## src/rtl/mul_arbiter_if.sv

```systemverilog
// Operand/response bundle between two requesters, the arbiter and the shared multiplier.
interface mul_arbiter_if;
  localparam int unsigned OP_W   = 8;
  localparam int unsigned PROD_W = 16;

  logic              req0_valid;
  logic              req1_valid;
  logic [OP_W-1:0]   req0_a;
  logic [OP_W-1:0]   req0_b;
  logic [OP_W-1:0]   req1_a;
  logic [OP_W-1:0]   req1_b;
  logic              req0_ready;
  logic              req1_ready;
  logic              mul_start;
  logic [OP_W-1:0]   mul_a;
  logic [OP_W-1:0]   mul_b;
  logic [PROD_W-1:0] mul_product;
  logic              rsp_valid;
  logic              rsp_ready;
  logic              rsp_id;
  logic [PROD_W-1:0] rsp_product;
  logic              busy;

  // Arbiter side.
  modport slave (
    input  req0_valid, req1_valid, req0_a, req0_b, req1_a, req1_b,
    input  mul_product, rsp_ready,
    output req0_ready, req1_ready, mul_start, mul_a, mul_b,
    output rsp_valid, rsp_id, rsp_product, busy
  );

  // Requester / multiplier / consumer side.
  modport master (
    output req0_valid, req1_valid, req0_a, req0_b, req1_a, req1_b,
    output mul_product, rsp_ready,
    input  req0_ready, req1_ready, mul_start, mul_a, mul_b,
    input  rsp_valid, rsp_id, rsp_product, busy
  );
endinterface

```

## src/rtl/mul_arbiter.sv

```systemverilog
// Two-requester round-robin front end for a shared sequential 8x8 multiplier.
// One job in flight; the result is held until the consumer accepts it.
module mul_arbiter #(
  parameter int unsigned MUL_CYCLES = 9
) (
  input logic          clk,
  input logic          areset_n,
  mul_arbiter_if.slave bus
);

  localparam int unsigned CNT_W = 8;

  typedef enum logic [1:0] {IDLE, START, WAIT, DONE} state_t;

  state_t           state;
  logic             last_grant;
  logic [CNT_W-1:0] cnt;
  logic             any_valid;
  logic             grant;
  logic             offer;

  // Grant selection: lone requester wins, ties go to the one not served last.
  always_comb begin
    any_valid = bus.req0_valid | bus.req1_valid;
    grant     = (bus.req0_valid && bus.req1_valid) ? ~last_grant : bus.req1_valid;
    offer     = areset_n && (state == IDLE) && any_valid;
  end

  // Ready goes combinationally to the granted requester only, never during reset.
  assign bus.req0_ready = offer && !grant;
  assign bus.req1_ready = offer && grant;

  // Job FSM with registered multiplier controls and response.
  always_ff @(posedge clk) begin
    if (!areset_n) begin
      state           <= IDLE;
      last_grant      <= 1'b1;
      cnt             <= '0;
      bus.mul_start   <= 1'b0;
      bus.mul_a       <= '0;
      bus.mul_b       <= '0;
      bus.rsp_valid   <= 1'b0;
      bus.rsp_id      <= 1'b0;
      bus.rsp_product <= '0;
      bus.busy        <= 1'b0;
    end else begin
      bus.mul_start <= 1'b0;
      case (state)
        IDLE: begin
          if (any_valid) begin
            bus.mul_a     <= grant ? bus.req1_a : bus.req0_a;
            bus.mul_b     <= grant ? bus.req1_b : bus.req0_b;
            bus.rsp_id    <= grant;
            last_grant    <= grant;
            bus.mul_start <= 1'b1;
            bus.busy      <= 1'b1;
            state         <= START;
          end
        end
        START: begin
          cnt   <= CNT_W'(MUL_CYCLES);
          state <= WAIT;
        end
        WAIT: begin
          cnt <= cnt - CNT_W'(1);
          if (cnt == CNT_W'(1)) begin
            bus.rsp_product <= bus.mul_product;
            bus.rsp_valid   <= 1'b1;
            state           <= DONE;
          end
        end
        DONE: begin
          if (bus.rsp_ready) begin
            bus.rsp_valid <= 1'b0;
            bus.busy      <= 1'b0;
            state         <= IDLE;
          end
        end
        default: state <= IDLE;
      endcase
    end
  end

endmodule
```

## src/flat_wrapper.sv

```systemverilog
// flat-port wrapper written by rule: the top's interface ports become plain ports
module mul_arbiter_flat 
#(
  parameter int unsigned MUL_CYCLES = 9
)
  (clk, areset_n, bus_req0_valid, bus_req1_valid, bus_req0_a, bus_req0_b, bus_req1_a, bus_req1_b, bus_mul_product, bus_rsp_ready, bus_req0_ready, bus_req1_ready, bus_mul_start, bus_mul_a, bus_mul_b, bus_rsp_valid, bus_rsp_id, bus_rsp_product, bus_busy);
  mul_arbiter_if bus_i ();
  input logic clk;
  input logic areset_n;
  input wire logic [$bits(bus_i.req0_valid)-1:0] bus_req0_valid;
  input wire logic [$bits(bus_i.req1_valid)-1:0] bus_req1_valid;
  input wire logic [$bits(bus_i.req0_a)-1:0] bus_req0_a;
  input wire logic [$bits(bus_i.req0_b)-1:0] bus_req0_b;
  input wire logic [$bits(bus_i.req1_a)-1:0] bus_req1_a;
  input wire logic [$bits(bus_i.req1_b)-1:0] bus_req1_b;
  input wire logic [$bits(bus_i.mul_product)-1:0] bus_mul_product;
  input wire logic [$bits(bus_i.rsp_ready)-1:0] bus_rsp_ready;
  output wire logic [$bits(bus_i.req0_ready)-1:0] bus_req0_ready;
  output wire logic [$bits(bus_i.req1_ready)-1:0] bus_req1_ready;
  output wire logic [$bits(bus_i.mul_start)-1:0] bus_mul_start;
  output wire logic [$bits(bus_i.mul_a)-1:0] bus_mul_a;
  output wire logic [$bits(bus_i.mul_b)-1:0] bus_mul_b;
  output wire logic [$bits(bus_i.rsp_valid)-1:0] bus_rsp_valid;
  output wire logic [$bits(bus_i.rsp_id)-1:0] bus_rsp_id;
  output wire logic [$bits(bus_i.rsp_product)-1:0] bus_rsp_product;
  output wire logic [$bits(bus_i.busy)-1:0] bus_busy;
  assign bus_i.req0_valid = bus_req0_valid;
  assign bus_i.req1_valid = bus_req1_valid;
  assign bus_i.req0_a = bus_req0_a;
  assign bus_i.req0_b = bus_req0_b;
  assign bus_i.req1_a = bus_req1_a;
  assign bus_i.req1_b = bus_req1_b;
  assign bus_i.mul_product = bus_mul_product;
  assign bus_i.rsp_ready = bus_rsp_ready;
  assign bus_req0_ready = bus_i.req0_ready;
  assign bus_req1_ready = bus_i.req1_ready;
  assign bus_mul_start = bus_i.mul_start;
  assign bus_mul_a = bus_i.mul_a;
  assign bus_mul_b = bus_i.mul_b;
  assign bus_rsp_valid = bus_i.rsp_valid;
  assign bus_rsp_id = bus_i.rsp_id;
  assign bus_rsp_product = bus_i.rsp_product;
  assign bus_busy = bus_i.busy;
  mul_arbiter #(.MUL_CYCLES(MUL_CYCLES)) u_core (.clk(clk), .areset_n(areset_n), .bus(bus_i));
endmodule
```

## config.mk

```make
export PLATFORM = sky130hd
export DESIGN_NAME = mul_arbiter_flat
export DESIGN_NICKNAME = d
export VERILOG_FILES = /design/src/rtl/mul_arbiter_if.sv /design/src/rtl/mul_arbiter.sv /design/src/flat_wrapper.sv
export SDC_FILE = /design/constraint.sdc
export NUM_CORES = 1
export LEC_CHECK = 0
export ABC_AREA = 1
export BUFFER_PORTS_ARGS = -buffer_cell sky130_fd_sc_hd__clkbuf_2
export CAP_MARGIN = 10
export CELL_PAD_IN_SITES_DETAIL_PLACEMENT = 0
export CELL_PAD_IN_SITES_GLOBAL_PLACEMENT = 1
export CORE_ASPECT_RATIO = 0.6
export CORE_MARGIN = 1
export CORE_UTILIZATION = 33
export CTS_BUF_LIST = sky130_fd_sc_hd__clkbuf_8
export CTS_CLUSTER_DIAMETER = 200
export DETAILED_ROUTE_END_ITERATION = 12
export PLACE_DENSITY = 0.81
export RECOVER_POWER = 50
export SKIP_LAST_GASP = 1
export SLEW_MARGIN = 15
export SYNTH_ARGS = -nofsm -noshare
export SYNTH_HDL_FRONTEND = slang
export SYNTH_SLANG_ARGS = --single-unit
export TNS_END_PERCENT = 10
```

## constraint.sdc

```tcl
create_clock -name clk -period 1.8 [get_ports clk]
set_input_delay 0.18 -clock clk [delete_from_list [all_inputs] [get_ports clk]]
set_output_delay 0.18 -clock clk [all_outputs]
set_load 0.01 [all_outputs]
```

==> out/qor.yml, run 1 <==
critical_path:
  cpMaxStageDelayCell: "dfxtp_1"
  critPathArrivalTime_ns: 1.48
  r2r_setup_slack_ns: 0.17
  crit_path_end_kind: "output pin"
  reg2reg_depth: 8
  cp-endpoint: "bus_req0_ready"
  crit_chain: "inv_1, ha_4, inv_1, nor2_2, nand2_1, nor2_1, clkbuf_2"
  crit_required_ns: 1.62
  slowest_delay_ns: 0.32
  critPathMaxFanout: 4
  r2r_start: "u_core.state[1]"
  startpoint: "u_core.state[0]"
  startpoint_type: "flip-flop"
  crit_top_cell: "inv_1"
  critical_path_class: "flip-flop to output pin"
  r2r-end: "u_core.cnt[6]"
sta:
  post-route-period-util: 0.921
  fmax_mhz: 603
  slew_headroom: 0.682
  skew_ns: 0.00453
  finalSetupViolCount: 0
  rsz0062_at_grt: "false"
  final-max-slew-violation-count: 0
  fin_crit_ns: 1.66
  worst_pin_slew_ns: 0.477
  setup_tns_ns: 0
  hold_violations: 0
pwr:
  intPower_uw: 2200
  comb_power_share: 0.426
  power_frac_seq: 0.403
  ir_drop_mv: 0.499
  swShare: 0.413
  p_sw_uw: 1540
  power_density_mw_per_mm2: 1420
  leakage_uw: 0.00117
  clkPwrFrac: 0.171
final_layout:
  final_nets: 415
  nFillCells: 605
  fin_cells: 436
  num_antenna_cells: 0
  mostFrequentLayoutCells: "clkbuf_2, nand2_1, dfxtp_1"
  final_common_cell: "clkbuf_2"
  area_delta_synth_final_pct: 30.0
  drive_gt1_frac: 0.228
yosys:
  synth_compound_area_frac: 0.174
  synth_cells: 263
  synth-xor-area-share: 0.00866
  synth_area_mm2: 0.00202
  yosys_warnings: 0
  seq_area_frac_synth: 0.465
  post-synth-top-area-fraction: 0.465
  syn_area_per_cell_um2: 7.69
  synthDistinctLibCells: 23
  synth_top_family_by_area: "simple AND/OR/NAND/NOR gates"
  ys_ff_latch: 47
  syn-num-nets: 322
  muxShareOfSynthArea: 0
  synth_area_leaders: "dfxtp_1, nand2_1, o21ai_0"
  synthAdderAreaFrac: 0.0371
  yosysTopAreaCell: "dfxtp_1"
  synth-simple-area-share: 0.253
routing:
  drt_wl_total_um: 5100
  via_per_inst: 4.67
  drtIter0Drc: 87
  ant_nets: 0
  first_pass_iters: 4
  vias: 2038
  route.detailed.drc: 0
  wire_per_inst_um: 11.7
clock_network:
  cts-root-buf: "clkbuf_8"
  clockBufferDepth: 2
  post_cts_buffers: 0
  clk_latency_ns: 0.29
  clk_pin_slew_ns: 0.08
  cts_buffers: 5
  cts_tree: "done"
  cts_sinks: 47
  htreeDepth: 2
  cts_hold_buffers: 0
  cts_resized: 0
global_routing:
  antenna_found_initial: 0
  grt_pass1_vias: 1827
  grtUsageTotal: 0.163
  grt_pass1_wl_um: 8290
  overflow: 0
  grt_max_degree: 22
floorplanning:
  coreArea_mm2: 0.00573
  die_w_um: 103
  die_area_mm2: 0.00645
  die_h_um: 62.6
  io_pins: 91
  num_rows: 21
  floorplan.initialDensity: 0.353
run_status:
  outcome: "finished clean"
place:
  io_buffers: 90
  gp_congestion: 0.806
  dp.cells: 429
  hpwl_um: 3830
run:
  cap_violations: 0
worst_hold_path:
  worstHoldPathType: "primary input to flip-flop"
  hold_start: "bus_req0_a[5]"
[sequential cells by signal, summed over array words and instances (netlist names)]
| register | count |
|---|---|
| u_core.bus.busy | 1 |
| u_core.cnt | 8 |
| u_core.state | 2 |
| u_core.bus.rsp_valid | 1 |
| u_core.bus.rsp_product | 16 |
| u_core.bus.mul_b | 8 |
| u_core.last_grant | 1 |
| u_core.bus.rsp_id | 1 |
| u_core.bus.mul_start | 1 |
| u_core.bus.mul_a | 8 |
[power by group through the flow]
| stage | combinational [µW] | clock [µW] | sequential (µW) |
|---|---|---|---|
| 2_1_floorplan | 1000 | 0 | 1600 |
| 3_3_place_gp | 1660 | 0 | 1530 |
| 3_5_place_dp | 1660 | 0 | 1520 |
| 4_1_cts | 1660 | 662 | 1510 |
| 5_1_grt | 1820 | 704 | 1540 |
| 6_report | 1590 | 641 | 1510 |
[cells in the mapped netlist (all sizes together)]
master / instances
a21oi: 8
a31oi: 18
and2: 1
buf: 5
clkbuf: 9
dfxtp: 47
ha: 6
inv: 16
nand2: 55
nand3: 5
nand4: 2
nor2: 33
nor3: 1
nor4: 16
o21ai: 37
o22ai: 1
or2: 1
xor2: 2
[layer usage]
metal	wire length, µm	GRT usage	vias to the layer above
li1	-	-	1080
met1	2690	0.229	872
met2	1870	0.227	79
met3	485	0.0626	7
met4	66	0.0493	0
met5	0	0	-
[worst max-delay path: cells and delay by family (launching register included)]
| kind | cells | cell delay [ns] |
|---|---|---|
| flip-flops | 1 | 0.32 |
| buffers and inverters | 3 | 0.35 |
| AND/OR/NAND/NOR | 3 | 0.34 |
| adder cells (fa/ha/maj) | 1 | 0.18 |
[worst min path at each step]
stage	end	slack, ns	depth (start not counted)
3_3_place_gp	u_core.bus.rsp_product[2]	0.42	3
5_1_grt	u_core.bus.mul_a[5]	0.11	3
3_5_place_dp	u_core.bus.rsp_product[13]	0.43	3
6_report	u_core.bus.mul_a[5]	0.11	3
2_1_floorplan	u_core.bus.rsp_product[0]	0.32	2
4_1_cts	u_core.bus.mul_b[6]	0.11	3
[kinds of logic after synthesis]
logic type                 Yosys count
DFF                                 47
xor gates and xnor gates             2
adders and majority gates            6
and+or+nand+nor                    114
AOI/OAI and AO/OA                   64
buffers and inverters               30
[layout make-up]
class / count / area [µm²] / share of cell area
clock buffers: 6 / 82.6 / 0.0314
clock inverters: 1 / 5.00 / 0.00190
inverters: 16 / 60.1 / 0.0228
multi-input cells: 186 / 966 / 0.367
flip-flops and latches: 47 / 941 / 0.358
well taps: 80 / 100 / 0.0381
repair buffers: 100 / 474 / 0.180
[through the flow]
stage | hold slack, ns | util | total power [µW] | worst slack (ns) | cell area [µm²]
after detailed placement | 0.425 | 0.451 | 3180 | 0.267 | 2580
after global placement | 0.418 | 0.451 | 3190 | 0.291 | 2580
after global routing | 0.105 | 0.459 | 4070 | 0.00327 | 2630
after floorplan | 0.321 | - | 2600 | 0.383 | 2020
final | 0.111 | 0.459 | 3740 | 0.143 | 2630
after CTS | 0.106 | 0.466 | 3830 | 0.0677 | 2670
Note: power is estimated with default switching activity, not from simulation.
==> run 2: changes to the inputs <==
--- a/config.mk
+++ b/config.mk
@@ -5,18 +5,17 @@
 export SDC_FILE = /design/constraint.sdc
 export NUM_CORES = 1
 export LEC_CHECK = 0
-export ABC_AREA = 1
 export BUFFER_PORTS_ARGS = -buffer_cell sky130_fd_sc_hd__clkbuf_2
 export CAP_MARGIN = 10
 export CELL_PAD_IN_SITES_DETAIL_PLACEMENT = 0
 export CELL_PAD_IN_SITES_GLOBAL_PLACEMENT = 1
 export CORE_ASPECT_RATIO = 0.6
 export CORE_MARGIN = 1
-export CORE_UTILIZATION = 33
+export CORE_UTILIZATION = 36
 export CTS_BUF_LIST = sky130_fd_sc_hd__clkbuf_8
 export CTS_CLUSTER_DIAMETER = 200
 export DETAILED_ROUTE_END_ITERATION = 12
-export PLACE_DENSITY = 0.81
+export PLACE_DENSITY = 0.82
 export RECOVER_POWER = 50
 export SKIP_LAST_GASP = 1
 export SLEW_MARGIN = 15
==> out/qor.yml, run 2 <==
critical_path:
  startpoint: "u_core.state[0]"  # unchanged
  critical-path-top-delay-family: "flip-flops"  # was buffers and inverters
  critical_path_class: "flip-flop to output pin"  # unchanged
  slowest_delay_ns: 0.33  # was 0.32 ns
  crit_cells: 5  # was 7
  r2r_setup_slack_ns: 0.24  # was 0.17 ns
  cpMaxStageDelayCell: "dfxtp_1"  # unchanged
  critPathMaxFanout: 7  # was 4
  crit_path_end_kind: "output pin"  # unchanged
  r2r-end: "u_core.bus.rsp_product[1]"  # was u_core.cnt[6]
  reg2reg_depth: 7  # was 8
  crit_required_ns: 1.62  # about the same
  critPathArrivalTime_ns: 1.46  # was 1.48 ns
  r2r_start: "u_core.cnt[1]"  # was u_core.state[1]
  critical_path_buf_inv_count: 2  # was 3
  cp-endpoint: "bus_req0_ready"  # unchanged
  startpoint_type: "flip-flop"  # unchanged
  crit_chain: "inv_1, ha_1, nand2_1, nor3_1, clkbuf_2"  # was inv_1, ha_4, inv_1, nor2_2, nand2_1, nor2_1, clkbuf_2
final_layout:
  largest_register: "u_core.bus.rsp_product"  # unchanged
  final_nets: 363  # was 415
  mostFrequentLayoutCells: "clkbuf_2, dfxtp_1, clkbuf_1"  # was clkbuf_2, nand2_1, dfxtp_1
  drive_gt1_frac: 0.243  # was 0.228
  final_common_cell: "clkbuf_2"  # unchanged
  largest_reg_flops: 16  # unchanged
  num_antenna_cells: 0  # unchanged
  area_delta_synth_final_pct: 27.6  # was 30.0%
global_routing:
  grt_pass1_vias: 1603  # was 1827
  grt_pass1_wl_um: 7270  # was 8290 µm
  grt_max_degree: 34  # was 22
  grtUsageTotal: 0.152  # was 0.163
  overflow: 0  # unchanged
  antenna_found_initial: 0  # unchanged
pwr:
  ir_drop_mv: 0.458  # was 0.499 mV
  clkPwrFrac: 0.187  # was 0.171
  comb_power_share: 0.383  # was 0.426
  p_sw_uw: 1220  # was 1540 µW
  power_density_mw_per_mm2: 1230  # was 1420 mW/mm²
  power_frac_seq: 0.431  # was 0.403
  leakage_uw: 0.00137  # was 0.00117 µW
  swShare: 0.364  # was 0.413
  intPower_uw: 2140  # was 2200 µW
routing:
  drtIter0Drc: 59  # was 87
  wire_per_inst_um: 11.2  # was 11.7 µm
  vias: 1738  # was 2038
  first_pass_iters: 4  # unchanged
  ant_nets: 0  # unchanged
  via_per_inst: 4.51  # was 4.67
  route.detailed.drc: 0  # unchanged
  drt_wl_total_um: 4310  # was 5100 µm
sta:
  worst_pin_slew_ns: 0.413  # was 0.477 ns
  setup_tns_ns: 0  # unchanged
  hold_violations: 0  # unchanged
  post-route-period-util: 0.909  # was 0.921
  slew_headroom: 0.725  # was 0.682
  final-max-slew-violation-count: 0  # unchanged
  rsz0062_at_grt: "false"  # unchanged
  skew_ns: 0.00567  # was 0.00453 ns
  fmax_mhz: 611  # was 603 MHz
  hold_ws_ns: 0.133  # was 0.111 ns
  finalSetupViolCount: 0  # unchanged
  fin_crit_ns: 1.64  # was 1.66 ns
yosys:
  synth-edff-count: 0  # unchanged
  synth_area_leaders: "dfxtp_1, mux2i_1, o211a_1"  # was dfxtp_1, nand2_1, o21ai_0
  syn_area_per_cell_um2: 9.97  # was 7.69 µm²
  synth_cells: 214  # was 263
  synth_commonest_cells: "dfxtp_1, mux2i_1, nand2_1"  # was nand2_1, dfxtp_1, o21ai_0
  yosysTopAreaCell: "dfxtp_1"  # unchanged
  ys_ff_latch: 47  # unchanged
  synth_ff_type: "dfxtp_1"  # unchanged
  synth_area_mm2: 0.00213  # was 0.00202 mm²
  yosysMostFrequentCell: "dfxtp_1"  # was nand2_1
  synthDistinctLibCells: 36  # was 23
  post-synth-top-area-fraction: 0.441  # was 0.465
  synth-async-reset-ratio: 0  # unchanged
  syn-num-nets: 273  # was 322
  yosys_warnings: 0  # unchanged
  seq_area_frac_synth: 0.441  # was 0.465
place:
  hpwl_um: 3250  # was 3830 µm
  io_buffers: 90  # unchanged
  gp_congestion: 0.758  # was 0.806
clock_network:
  cts-root-buf: "clkbuf_8"  # unchanged
  cts_sinks: 47  # unchanged
  htreeDepth: 2  # unchanged
  post_cts_buffers: 0  # unchanged
  clockBufferDepth: 2  # unchanged
  cts_buffers: 5  # unchanged
  clk_pin_slew_ns: 0.09  # was 0.08 ns
  cts_tree: "done"  # unchanged
  cts_resized: 0  # unchanged
  clk_latency_ns: 0.30  # was 0.29 ns
  cts_hold_buffers: 0  # unchanged
floorplanning:
  io_pins: 91  # unchanged
  coreArea_mm2: 0.00565  # was 0.00573 mm²
  die_h_um: 61.6  # was 62.6 µm
  die_w_um: 101  # was 103 µm
  num_rows: 21  # unchanged
  floorplan.initialDensity: 0.378  # was 0.353
  die_area_mm2: 0.00625  # was 0.00645 mm²
worst_hold_path:
  hold_start: "bus_mul_product[3]"  # was bus_req0_a[5]
  worstHoldPathType: "primary input to flip-flop"  # unchanged
run:
  cap_violations: 0  # unchanged
run_status:
  outcome: "finished clean"  # unchanged
run 2: changes by cell type in the layout (fill, tap and decap cells not counted), moves of 3 or more:
cell     before  now
mux2i_1       0   34
o21ai_0      37    6
nand2_1      53   26
nor2_1       30    9
a31oi_1      18    1
nor2b_1       0   17
nor4_1       16    0
o211a_1       0   16
inv_1        15    6
a21oi_1       6    3
run 2: through the flow:
step / total power, µW / util / worst slack [ns] / cell area [µm²] / std cells
detailed placement: 2820 / 0.474 / 0.242 / 2680 / 377
floorplan: 2350 / - / 0.252 / 2130 / 214
CTS: 3460 / 0.490 / 0.134 / 2770 / 385
global placement: 2800 / 0.474 / 0.273 / 2680 / 377
finish: 3360 / 0.482 / 0.164 / 2720 / 385
global route: 3640 / 0.482 / 0.0430 / 2720 / 385
run 2: cell type report:
class | instances | area (µm²)
fill | 550 | 2930
clock buffer | 5 | 68.8
timing repair buffer | 97 | 470
clock inverter | 3 | 20.0
tap | 80 | 100
sequential | 47 | 941
multi-input combinational | 147 | 1100
inverter | 6 | 22.5
run 2: worst reg2reg max path, stage by stage, from the launching register on:
cell and delay [ns]:
dfxtp_1 0.37, inv_1 0.09, ha_1 0.17, nor2b_1 0.16
nand4_4 0.09, buf_4 0.28, mux2i_1 0.23, nor2b_1 0.06
run 2: worst min path at each step:
stage	end	slack [ns]	cells after the start
floorplan	u_core.bus.mul_start	0.33	2
global placement	u_core.bus.rsp_product[6]	0.43	3
detailed placement	u_core.bus.rsp_product[3]	0.44	3
CTS	u_core.bus.rsp_product[12]	0.13	3
global route	u_core.bus.rsp_product[6]	0.14	3
finish	u_core.bus.rsp_product[3]	0.13	3
run 2: routing by layer:
metal / GRT usage / wire length [µm] / up-vias
li1: - / - / 916
met1: 0.205 / 2280 / 779
met2: 0.232 / 1800 / 38
met3: 0.0431 / 194 / 5
met4: 0.0642 / 42 / 0
met5: 0 / 0 / -
run 2: cells by family after synthesis:
group	count (synthesis)	synth area share
adder cells (fa/ha/maj)	6	0.0352
flip-flops	47	0.441
AND/OR/NAND/NOR	68	0.169
multiplexers	34	0.159
XOR/XNOR	5	0.0205
buffers and inverters	20	0.0463
AO/OA/AOI/OAI	34	0.128
run 2: power groups by stage:
stage	clock, µW	combinational [µW]	sequential (µW)
finish	627	1290	1450
global route	689	1460	1490
global placement	0	1330	1470
detailed placement	0	1350	1470
CTS	659	1350	1450
floorplan	0	810	1540
